==> config.mk <==
export PLATFORM = sky130hd
export DESIGN_NAME = neuron_backward
export DESIGN_NICKNAME = d
export VERILOG_FILES = /design/src/rtl/neuron_backward_pkg.sv /design/src/rtl/neuron_backward_grad_mul.sv /design/src/rtl/neuron_backward.sv
export SDC_FILE = /design/constraint.sdc
export NUM_CORES = 2
export LEC_CHECK = 0
export CORE_MARGIN = 3
export CORE_UTILIZATION = 50
export CTS_CLUSTER_SIZE = 16
export DETAILED_ROUTE_END_ITERATION = 16
export PLACE_DENSITY = 0.71
export SLEW_MARGIN = 20
export SYNTH_ARGS = -nofsm -noshare
export SYNTH_HDL_FRONTEND = slang
export SYNTH_HIERARCHICAL = 1
export SYNTH_SLANG_ARGS = --single-unit
==> constraint.sdc <==
create_clock -name clk -period 7.05 [get_ports clk]
set_clock_uncertainty 0.2 [all_clocks]
set_input_delay 0.705 -clock clk [delete_from_list [all_inputs] [get_ports clk]]
set_output_delay 0.705 -clock clk [all_outputs]
set_load 0.01 [all_outputs]
==> src/rtl/neuron_backward_pkg.sv <==
// -----------------------------------------------------------------------------
// neuron_backward_pkg
// Shared definitions for the neuron backward-pass block:
//   - state_e      : FSM states of the backward-pass sequencer
//   - Q_W / Q_FRAC : width and fractional bits of the signed Q8.8 format
//   - SAT_MAX/MIN  : 16-bit saturation limits (and their 32-bit forms)
//   - sat16()      : clamp a 32-bit signed value into the 16-bit range
// -----------------------------------------------------------------------------
package neuron_backward_pkg;

   typedef enum logic [1:0] {
      ST_IDLE   = 2'd0,
      ST_STREAM = 2'd1,
      ST_FINISH = 2'd2
   } state_e;

   localparam int Q_W    = 16;
   localparam int Q_FRAC = 8;
   localparam int PROD_W = 2 * Q_W;

   localparam logic signed [Q_W-1:0]    SAT_MAX    = 16'sh7FFF;
   localparam logic signed [Q_W-1:0]    SAT_MIN    = 16'sh8000;
   localparam logic signed [PROD_W-1:0] SAT_MAX_32 = 32'sh0000_7FFF;
   localparam logic signed [PROD_W-1:0] SAT_MIN_32 = 32'shFFFF_8000;

   // Clamp a full-width signed value into the 16-bit signed range.
   function automatic logic signed [Q_W-1:0] sat16(input logic signed [PROD_W-1:0] v);
      logic signed [Q_W-1:0] r;
      if (v > SAT_MAX_32) begin
         r = SAT_MAX;
      end else if (v < SAT_MIN_32) begin
         r = SAT_MIN;
      end else begin
         r = v[Q_W-1:0];
      end
      return r;
   endfunction

endpackage : neuron_backward_pkg

==> src/rtl/neuron_backward_grad_mul.sv <==
// -----------------------------------------------------------------------------
// grad_mul
// Combinational multiply / arithmetic-shift / saturate for one gradient path:
//   p_o = sat16((a_i * b_i) >>> FRAC)
// Ports:
//   a_i : signed 16-bit operand (effective gradient)
//   b_i : signed 16-bit operand (forward input or weight)
//   p_o : signed 16-bit saturated Q-format product
// -----------------------------------------------------------------------------
module grad_mul
   import neuron_backward_pkg::*;
#(
   parameter int FRAC = Q_FRAC
) (
   input  logic signed [Q_W-1:0] a_i,
   input  logic signed [Q_W-1:0] b_i,
   output logic signed [Q_W-1:0] p_o
);

   logic signed [PROD_W-1:0] prod_s;
   logic signed [PROD_W-1:0] shift_s;

   // Full-precision product; the shift floors toward minus infinity.
   assign prod_s  = a_i * b_i;
   assign shift_s = prod_s >>> FRAC;
   assign p_o     = sat16(shift_s);

endmodule : grad_mul

==> src/rtl/neuron_backward.sv <==
// -----------------------------------------------------------------------------
// neuron_backward
// Backward pass of a single ReLU neuron over N streamed x/w element pairs.
// A start pulse latches the ReLU-gated upstream gradient g_eff and sets the
// bias gradient db. Each accepted x/w pair then yields dw = g_eff*x and
// dx = g_eff*w (Q-format, floored, saturated) one cycle later.
// Ports:
//   clk, rst          : clock, asynchronous active-high reset
//   start             : one-cycle pulse beginning a pass (honoured in IDLE only)
//   grad, pre_act     : upstream gradient and forward pre-activation
//   in_valid, x, w    : element pair stream (honoured in STREAM only)
//   dx, dw, idx       : per-element gradients and their element index
//   out_valid         : dx/dw/idx carry a new result this cycle
//   db                : bias gradient, held until the next start
//   busy, done        : pass in progress; pulse with the last element's result
// -----------------------------------------------------------------------------
module neuron_backward
   import neuron_backward_pkg::*;
#(
   parameter int N    = 4,
   parameter int FRAC = Q_FRAC
) (
   input  logic                     clk,
   input  logic                     rst,
   input  logic                     start,
   input  logic signed [Q_W-1:0]    grad,
   input  logic signed [Q_W-1:0]    pre_act,
   input  logic                     in_valid,
   input  logic signed [Q_W-1:0]    x,
   input  logic signed [Q_W-1:0]    w,
   output logic signed [Q_W-1:0]    dx,
   output logic signed [Q_W-1:0]    dw,
   output logic [$clog2(N)-1:0]     idx,
   output logic                     out_valid,
   output logic signed [Q_W-1:0]    db,
   output logic                     busy,
   output logic                     done
);

   localparam int                IDX_W    = $clog2(N);
   localparam logic [IDX_W-1:0]  LAST_IDX = IDX_W'(N - 1);

   state_e                  state_q, state_d;
   logic [IDX_W-1:0]        cnt_q, cnt_d;
   logic signed [Q_W-1:0]   g_eff_q, g_eff_d;
   logic signed [Q_W-1:0]   db_q, db_d;
   logic signed [Q_W-1:0]   dx_q, dx_d;
   logic signed [Q_W-1:0]   dw_q, dw_d;
   logic [IDX_W-1:0]        idx_q, idx_d;
   logic                    out_valid_q, out_valid_d;
   logic                    done_q, done_d;
   logic                    busy_q, busy_d;

   logic signed [Q_W-1:0]   g_relu_s;
   logic signed [Q_W-1:0]   dx_s;
   logic signed [Q_W-1:0]   dw_s;

   // ReLU derivative: zero pre-activation counts as inactive.
   assign g_relu_s = (pre_act > 16'sd0) ? grad : {Q_W{1'b0}};

   grad_mul #(.FRAC(FRAC)) u_mul_dw (
      .a_i (g_eff_q),
      .b_i (x),
      .p_o (dw_s)
   );

   grad_mul #(.FRAC(FRAC)) u_mul_dx (
      .a_i (g_eff_q),
      .b_i (w),
      .p_o (dx_s)
   );

   // State and output registers.
   always_ff @(posedge clk or posedge rst) begin
      if (rst) begin
         state_q     <= ST_IDLE;
         cnt_q       <= {IDX_W{1'b0}};
         g_eff_q     <= {Q_W{1'b0}};
         db_q        <= {Q_W{1'b0}};
         dx_q        <= {Q_W{1'b0}};
         dw_q        <= {Q_W{1'b0}};
         idx_q       <= {IDX_W{1'b0}};
         out_valid_q <= 1'b0;
         done_q      <= 1'b0;
         busy_q      <= 1'b0;
      end else begin
         state_q     <= state_d;
         cnt_q       <= cnt_d;
         g_eff_q     <= g_eff_d;
         db_q        <= db_d;
         dx_q        <= dx_d;
         dw_q        <= dw_d;
         idx_q       <= idx_d;
         out_valid_q <= out_valid_d;
         done_q      <= done_d;
         busy_q      <= busy_d;
      end
   end

   // Next-state and next-output logic of the pass sequencer.
   always_comb begin
      state_d     = state_q;
      cnt_d       = cnt_q;
      g_eff_d     = g_eff_q;
      db_d        = db_q;
      dx_d        = dx_q;
      dw_d        = dw_q;
      idx_d       = idx_q;
      out_valid_d = 1'b0;
      done_d      = 1'b0;

      case (state_q)
         ST_IDLE: begin
            if (start) begin
               g_eff_d = g_relu_s;
               db_d    = g_relu_s;
               cnt_d   = {IDX_W{1'b0}};
               state_d = ST_STREAM;
            end else begin
               state_d = ST_IDLE;
            end
         end
         ST_STREAM: begin
            if (in_valid) begin
               dx_d        = dx_s;
               dw_d        = dw_s;
               idx_d       = cnt_q;
               out_valid_d = 1'b1;
               // The counter stops at the last index rather than wrapping.
               if (cnt_q == LAST_IDX) begin
                  done_d  = 1'b1;
                  state_d = ST_FINISH;
               end else begin
                  cnt_d   = cnt_q + IDX_W'(1);
                  state_d = ST_STREAM;
               end
            end else begin
               state_d = ST_STREAM;
            end
         end
         ST_FINISH: begin
            state_d = ST_IDLE;
         end
         default: begin
            state_d = ST_IDLE;
         end
      endcase

      // Registered so that busy tracks the state register exactly.
      busy_d = (state_d != ST_IDLE);
   end

   assign dx        = dx_q;
   assign dw        = dw_q;
   assign idx       = idx_q;
   assign out_valid = out_valid_q;
   assign db        = db_q;
   assign busy      = busy_q;
   assign done      = done_q;

endmodule : neuron_backward
# Word level (Yosys, flattened, before mapping)
# Cells that the tools add are included.
[op_classes]
addsub = 1
mul = 2
div_mod_pow = 0
magnitude_cmp = 5
n_eq_ne = 5
shifts = 0
muxes = 18
bitwise = 0
reduce_logical = 6
[op_table]
columns = ["operator", "count"]
rows = [
  ["$mux 16", 5],
  ["$mul 16x16->32", 2],
  ["$gt 24x16->1 const B", 2],
  ["$lt 24x16->1 const B", 2],
  ["$gt 16x1->1 const B", 1],
  ["$mux 2", 5],
  ["$pmux 2 s2", 2],
  ["$mux 1", 6],
  ["$ne 2x2->1 const B", 3],
  ["$reduce_and 2->1", 2],
  ["$reduce_and 4->1", 1],
  ["$reduce_bool 2->1", 2],
  ["$add 2x1->2 const B", 1],
  ["$eq 2x1->1 const B", 1],
  ["$eq 2x2->1 const B", 1],
  ["$logic_not 2->1", 1],
]
[word_totals]
register_bits = 57
latchBits = 0
mem_bits_rw = 0
romBits = 0
in_bits = 68
out_inout_bits = 53
word_cells = 46
memories = 0

# Depth between registers and ports, before layout
[logic_depth]
ltp_word = 5
depth_mapped = 28
mapped_depth_nobuf = 25

# By module
# Netlist, hierarchy kept.
[modules_own_cells]
columns = ["module", "instances", "cells_per_inst", "area_each_um2", "seq_area_each_um2"]
rows = [
  ["grad_mul (u_mul_dx)", 1, 1126, 10132.2, 0.0],
  ["grad_mul (u_mul_dw)", 1, 1145, 10095.9, 0.0],
  ["neuron_backward", 1, 141, 2197.1, 1401.3],
]

# Least setup slack after synthesis
# No wires, ideal clock.
[synth_path]
path_kind = "input port to flip-flop"
start = "input w[3]"
end = "register dx_q[14], in the netlist dx[14]"
setup_time_ps = 125
t_arrival_ps = 6971
t_required_ps = 6725
slack_ps = -245
stages = 25
path_buffers = 3
path_cell_list = "clkbuf_1 -> nand2_1 -> fa_1 -> inv_1 -> fa_1 -> inv_1 -> fa_1 -> fa_1 -> inv_1 -> fa_1 -> inv_1 -> fa_1 -> inv_1 -> ha_1 -> clkbuf_1 -> a21oi_1 -> nand2_1 -> a211o_1 -> nor2_1 -> mux2_2 -> a211oi_2 -> a41oi_2 -> buf_6 -> a21o_1 -> mux2_2"
[synth_between]
elab_chain_cells = 4
elab_cells_between_ends = 5
cone_classes = "mul (1); order compare (2); mux (2)"
[synth_lines]
columns = ["element", "line", "text"]
rows = [
  ["from (decl)", "neuron_backward.sv:30", "input logic signed [Q_W-1:0] w,"],
  ["$mul 16x16->32 (*)", "neuron_backward_grad_mul.sv:24", "assign prod_s = a_i * b_i;"],
  ["$lt 24x16->1", "neuron_backward_pkg.sv:31", "end else if (v < SAT_MIN_32) begin"],
  ["$mux 16", "neuron_backward_pkg.sv:31", ""],
  ["$mux 16 (*)", "neuron_backward_pkg.sv:29", "if (v > SAT_MAX_32) begin"],
  ["named net dx_s[14]", "neuron_backward.sv:55", "logic signed [Q_W-1:0] dx_s;"],
  ["to (signal assigned)", "neuron_backward.sv:80", "dx_q <= {Q_W{1'b0}};"],
  ["to (decl)", "neuron_backward.sv:47", "logic signed [Q_W-1:0] dx_q, dx_d;"],
]
# The timed path passes the listed nets; every way through them passes the cells marked *.
# A chain may end at the register's enable or synchronous reset.

# Worst setup path after layout
[layout_path]
start = "input x[9]"
end = "register dw_q[13], in the netlist dw[13]"
[layout_between]
elab_chain_cells = 4
elab_cells_between_ends = 5
cone_classes = "mul (1); order compare (2); mux (2)"
[layout_lines]
columns = ["element", "line", "text"]
rows = [
  ["from (decl)", "neuron_backward.sv:29", "input logic signed [Q_W-1:0] x,"],
  ["$mul 16x16->32 (*)", "neuron_backward_grad_mul.sv:24", ""],
  ["$lt 24x16->1", "neuron_backward_pkg.sv:31", ""],
  ["$mux 16", "neuron_backward_pkg.sv:31", ""],
  ["$mux 16 (*)", "neuron_backward_pkg.sv:29", ""],
  ["named net dw_s[13]", "neuron_backward.sv:56", "logic signed [Q_W-1:0] dw_s;"],
  ["to (signal assigned)", "neuron_backward.sv:81", "dw_q <= {Q_W{1'b0}};"],
  ["to (signal assigned)", "neuron_backward.sv:92", "dw_q <= dw_d;"],
  ["to (decl)", "neuron_backward.sv:48", "logic signed [Q_W-1:0] dw_q, dw_d;"],
]
# Marks and branches as above.

==> flow_results.xml <==
<?xml version="1.0" encoding="UTF-8"?>
<metrics>
  <group name="routing">
    <metric name="detailed_routing_iteration_count_for_the_pre_antenna_repair_pass" unit="">5</metric>
    <metric name="detail-route-antenna-nets" unit="">0</metric>
    <metric name="drc" unit="">0</metric>
    <metric name="route.detailed.wl_per_inst" unit="um">19.0</metric>
    <metric name="route.final.wire_length" unit="um">65800</metric>
    <metric name="route.detailed.vias_per_inst" unit="">5.28</metric>
    <metric name="dr_total_vias" unit="">18300</metric>
    <metric name="dr.first_iter.drc_count" unit="">1333</metric>
  </group>
  <group name="sta">
    <metric name="worst_slew_margin_rel" unit="%">42.0</metric>
    <metric name="report.final.hold_viol_count" unit="">0</metric>
    <metric name="max_slew.worst_pin.slew" unit="ps">867</metric>
    <metric name="finalSetupViolations" unit="">3</metric>
    <metric name="timing_max_transition_violations_final" unit="">0</metric>
    <metric name="fmaxAchievable" unit="GHz">0.142</metric>
    <metric name="finalCritPeriodShare" unit="%">100</metric>
    <metric name="period_minus_slack" unit="ps">7060</metric>
    <metric name="setup_total_negative_slack" unit="ps">-21.4</metric>
    <metric name="grt_setup_unrepaired" unit="">true</metric>
    <metric name="setup_ws_post_layout" unit="ps">-11.5</metric>
  </group>
  <group name="floorplan">
    <metric name="initial_cell_density_of_the_core" unit="%">51.4</metric>
    <metric name="io_count" unit="">121</metric>
    <metric name="die-width" unit="um">218</metric>
    <metric name="core_footprint" unit="um2">43600</metric>
    <metric name="placementRows" unit="">76</metric>
    <metric name="die_area" unit="um2">47400</metric>
    <metric name="die_h" unit="um">218</metric>
  </group>
  <group name="logic_synthesis">
    <metric name="syn_nets" unit="">3161</metric>
    <metric name="synth_enable_flop_cells" unit="">0</metric>
    <metric name="cell_variety_after_synth" unit="">76</metric>
    <metric name="largest_family_of_logic_cells_by_synthesized_area" unit="">adder cells</metric>
    <metric name="avgSynthCellArea" unit="um2">9.30</metric>
    <metric name="synth_top_flop_cell" unit="">sky130_fd_sc_hd__dfrtp_1</metric>
    <metric name="synth-xor-area-share" unit="%">2.64</metric>
    <metric name="fraction_of_the_mapped_netlist_area_in_compound_gates" unit="%">7.12</metric>
    <metric name="gate_count_post_synth" unit="">2412</metric>
    <metric name="share_of_synthesized_area_spent_on_multiplexers" unit="%">1.90</metric>
    <metric name="ys_async_sr_fraction" unit="%">100</metric>
    <metric name="synth_sequential_area_ratio" unit="%">6.25</metric>
    <metric name="synth_top_area_share" unit="%">46.6</metric>
    <metric name="ys_seq_elements" unit="">56</metric>
    <metric name="synth_area_leader_cell" unit="">sky130_fd_sc_hd__fa_1</metric>
    <metric name="synthAdderAreaFrac" unit="%">55.5</metric>
    <metric name="area_fraction_in_and_or_nand_and_nor_cells_after_synthesis" unit="%">14.3</metric>
    <metric name="yosysWarningCount" unit="">6</metric>
    <metric name="syn-cell-area" unit="um2">22400</metric>
    <metric name="yosys-top-cells-area" unit="">sky130_fd_sc_hd__fa_1, sky130_fd_sc_hd__inv_1, sky130_fd_sc_hd__ha_1, sky130_fd_sc_hd__and2_1, sky130_fd_sc_hd__dfrtp_1</metric>
  </group>
  <group name="place">
    <metric name="globalplace.congestion" unit="">0.959</metric>
    <metric name="dp_slack" unit="ps">-804</metric>
    <metric name="place.port_buffers" unit="">120</metric>
    <metric name="hpwl_reported_at_the_end_of_detailed_placement" unit="um">50100</metric>
  </group>
  <group name="grt">
    <metric name="grtUsageTotal" unit="%">27.7</metric>
    <metric name="first_global_vias" unit="">20000</metric>
    <metric name="grt_max_degree" unit="">57</metric>
    <metric name="grt_first_pass_wirelength" unit="um">104000</metric>
    <metric name="globalRoute.totalOverflow" unit="">0</metric>
    <metric name="grt_antenna_before_repair" unit="">2</metric>
  </group>
  <group name="setup_path">
    <metric name="highest_net_fanout_along_the_worst_path" unit="">7</metric>
    <metric name="worst_path_most_repeated_cell" unit="">sky130_fd_sc_hd__fa_1</metric>
    <metric name="cp_startpoint_kind" unit="">primary input</metric>
    <metric name="critical_path.slowest_cell" unit="">sky130_fd_sc_hd__fa_1</metric>
    <metric name="worst-setup-path-type" unit="">primary input to register</metric>
    <metric name="critPathMaxStageDelay" unit="ps">550</metric>
    <metric name="worstPathArrival" unit="ps">7130</metric>
    <metric name="worst_setup_path_end_kind" unit="">register</metric>
    <metric name="required" unit="ps">7120</metric>
  </group>
  <group name="clocking">
    <metric name="clock_path_buffers" unit="">2</metric>
    <metric name="clk_latency" unit="ps">330</metric>
    <metric name="clkTransAtPathRegs" unit="ps">80</metric>
    <metric name="cts_tree" unit="">built</metric>
    <metric name="cts_htree_levels" unit="">2</metric>
    <metric name="tritoncts.num_buffers" unit="">5</metric>
    <metric name="post_cts_hold_buffer_count" unit="">0</metric>
    <metric name="total_number_of_clock_tree_sinks" unit="">56</metric>
    <metric name="clockRootBuffer" unit="">sky130_fd_sc_hd__clkbuf_16</metric>
  </group>
  <group name="run_status">
    <metric name="run_status" unit="">finished with violations</metric>
    <metric name="violations" unit="">negative setup slack</metric>
  </group>
  <group name="final_layout">
    <metric name="filler_cell_count" unit="">3211</metric>
    <metric name="area_growth_syn_to_layout" unit="%">29.2</metric>
    <metric name="num-nets-final" unit="">3626</metric>
    <metric name="finish.utilization" unit="%">66.4</metric>
    <metric name="sequential_cell_area" unit="um2">1420</metric>
    <metric name="antenna_cells" unit="">0</metric>
    <metric name="layout-drive-gt1-share" unit="%">25.1</metric>
    <metric name="combined_area_of_the_multi_input_logic_cells" unit="um2">19200</metric>
  </group>
  <group name="job">
    <metric name="max_cap_violations" unit="">0</metric>
  </group>
  <group name="min_path">
    <metric name="timing.hold.worst.class" unit="">register to register</metric>
  </group>
</metrics>
## synth_stat cells (5+ instances only)
cell	count
sky130_fd_sc_hd__inv_1	630
sky130_fd_sc_hd__fa_1	522
sky130_fd_sc_hd__nand2_1	274
sky130_fd_sc_hd__and2_1	236
sky130_fd_sc_hd__ha_1	159
sky130_fd_sc_hd__clkbuf_1	66
sky130_fd_sc_hd__dfrtp_1	56
sky130_fd_sc_hd__a21oi_1	51
sky130_fd_sc_hd__xnor2_1	48
sky130_fd_sc_hd__nor2_1	43
sky130_fd_sc_hd__mux2_2	36
sky130_fd_sc_hd__o21ai_0	33
sky130_fd_sc_hd__a21o_1	30
sky130_fd_sc_hd__a32o_1	16
sky130_fd_sc_hd__nand2b_1	16
sky130_fd_sc_hd__xor2_1	16
sky130_fd_sc_hd__nand4_1	15
sky130_fd_sc_hd__buf_2	12
sky130_fd_sc_hd__o21ai_2	12
sky130_fd_sc_hd__nor3_1	9
sky130_fd_sc_hd__nand3_1	8
sky130_fd_sc_hd__and3_1	7
sky130_fd_sc_hd__buf_6	7
sky130_fd_sc_hd__o21a_1	7
sky130_fd_sc_hd__a31oi_1	6
sky130_fd_sc_hd__nor2b_1	6
sky130_fd_sc_hd__o211ai_1	6
sky130_fd_sc_hd__a21oi_2	5
sky130_fd_sc_hd__o21ai_1	5
## state kept, by name, summed over array words and instances, names as in the netlist
| signal | flops |
|---|---|
| dw | 16 |
| state_q | 1 |
| cnt_q | 2 |
| db | 16 |
| dx | 16 |
| done | 1 |
| idx | 2 |
| out_valid | 1 |
| busy | 1 |
## worst paths after layout
| path | depth (start not counted) | slack (ps) | endpoint | start |
|---|---|---|---|---|
| setup / recovery | 28 | -10 | dw[13] | x[9] |
| min in group asynchronous | 3 | 690 | dx[15] | rst |
| hold reg to reg | 1 | 320 | dx[13] | dx[13] |
| hold / removal | 1 | 320 | dx[13] | dx[13] |
| max in group asynchronous | 3 | 5360 | db[7] | rst |
| setup reg to reg | 25 | 10 | dw[13] | db[6] |
## kinds of logic after synthesis
logic type / after synthesis
and+or+nand+nor: 634
buffers and inverters: 719
DFF: 56
AOI/OAI and AO/OA: 218
xor gates and xnor gates: 66
muxes: 38
adders and majority gates: 681
## through the flow
step | hold WS, ps | cells | cell area (um2)
2_1_floorplan | 299 | 2412 | 22400
3_5_place_dp | 295 | 3333 | 26600
6_report | 316 | 3463 | 29000
4_1_cts | 319 | 3405 | 28000
5_1_grt | 330 | 3463 | 29000
3_3_place_gp | 280 | 3333 | 26600
## layout make-up
type | count | area share [%]
repair buffers | 547 | 17.7
flip-flops and latches | 56 | 4.89
multi-input cells | 1637 | 66.2
clock buffers | 5 | 0.432
inverters | 630 | 8.17
clock inverters | 3 | 0.0864
well taps | 585 | 2.53
## placed cells by master, fill, tap and decap left out, drive strengths merged, types with 3 or more instances in the layout
cell type / netlist / routed
inv: 630 / 632
fa: 522 / 522
buf: 22 / 425
nand2: 274 / 274
and2: 236 / 236
ha: 159 / 159
clkdlybuf4s50: 0 / 90
dfrtp: 56 / 56
a21oi: 56 / 56
o21ai: 50 / 50
xnor2: 49 / 49
nor2: 44 / 44
mux2: 36 / 36
a21o: 30 / 30
clkbuf: 67 / 20
xor2: 17 / 17
a32o: 16 / 16
nand2b: 16 / 16
nand4: 16 / 16
nor3: 9 / 9
nand3: 8 / 8
o21a: 8 / 8
and3: 7 / 7
nor4: 7 / 7
nor2b: 6 / 6
bufbuf: 0 / 6
o211ai: 6 / 6
a31oi: 6 / 6
clkdlybuf4s15: 0 / 6
a211oi: 5 / 5
o31ai: 5 / 5
a41oi: 4 / 4
nand3b: 3 / 3
or2: 3 / 3
o31a: 3 / 3
a211o: 3 / 3
o21bai: 3 / 3
## worst max-delay path, delay by kind of cell
family | cells | cell delay (ps)
AO/OA/AOI/OAI | 6 | 1460
adder cells (fa/ha/maj) | 7 | 2940
XOR/XNOR | 1 | 110
buffers and inverters | 10 | 1140
AND/OR/NAND/NOR | 3 | 560
multiplexers | 1 | 190
## per-layer routing
layer | global-route usage (%) | vias to the layer above | part of all wire [%] | routed length [um]
li1 | - | 8086 | - | -
met1 | 37.9 | 9275 | 40 | 26500
met2 | 45.9 | 766 | 48 | 31900
met3 | 5.21 | 142 | 8.3 | 5440
met4 | 7.18 | 4 | 2.9 | 1880
met5 | 0 | - | 0.038 | 25
## timing repair
| action | in CTS | in global routing |
|---|---|---|
| pin swaps | 117 | 136 |
| gates cloned | 11 | 7 |
| setup endpoints to repair | 30 | 30 |
| gates resized for setup | 227 | 152 |
| setup buffers | 54 | 53 |
Power is left out: the tool's default activity adds up to more than one toggle a clock period on the data nets, which glitch-free logic cannot reach.
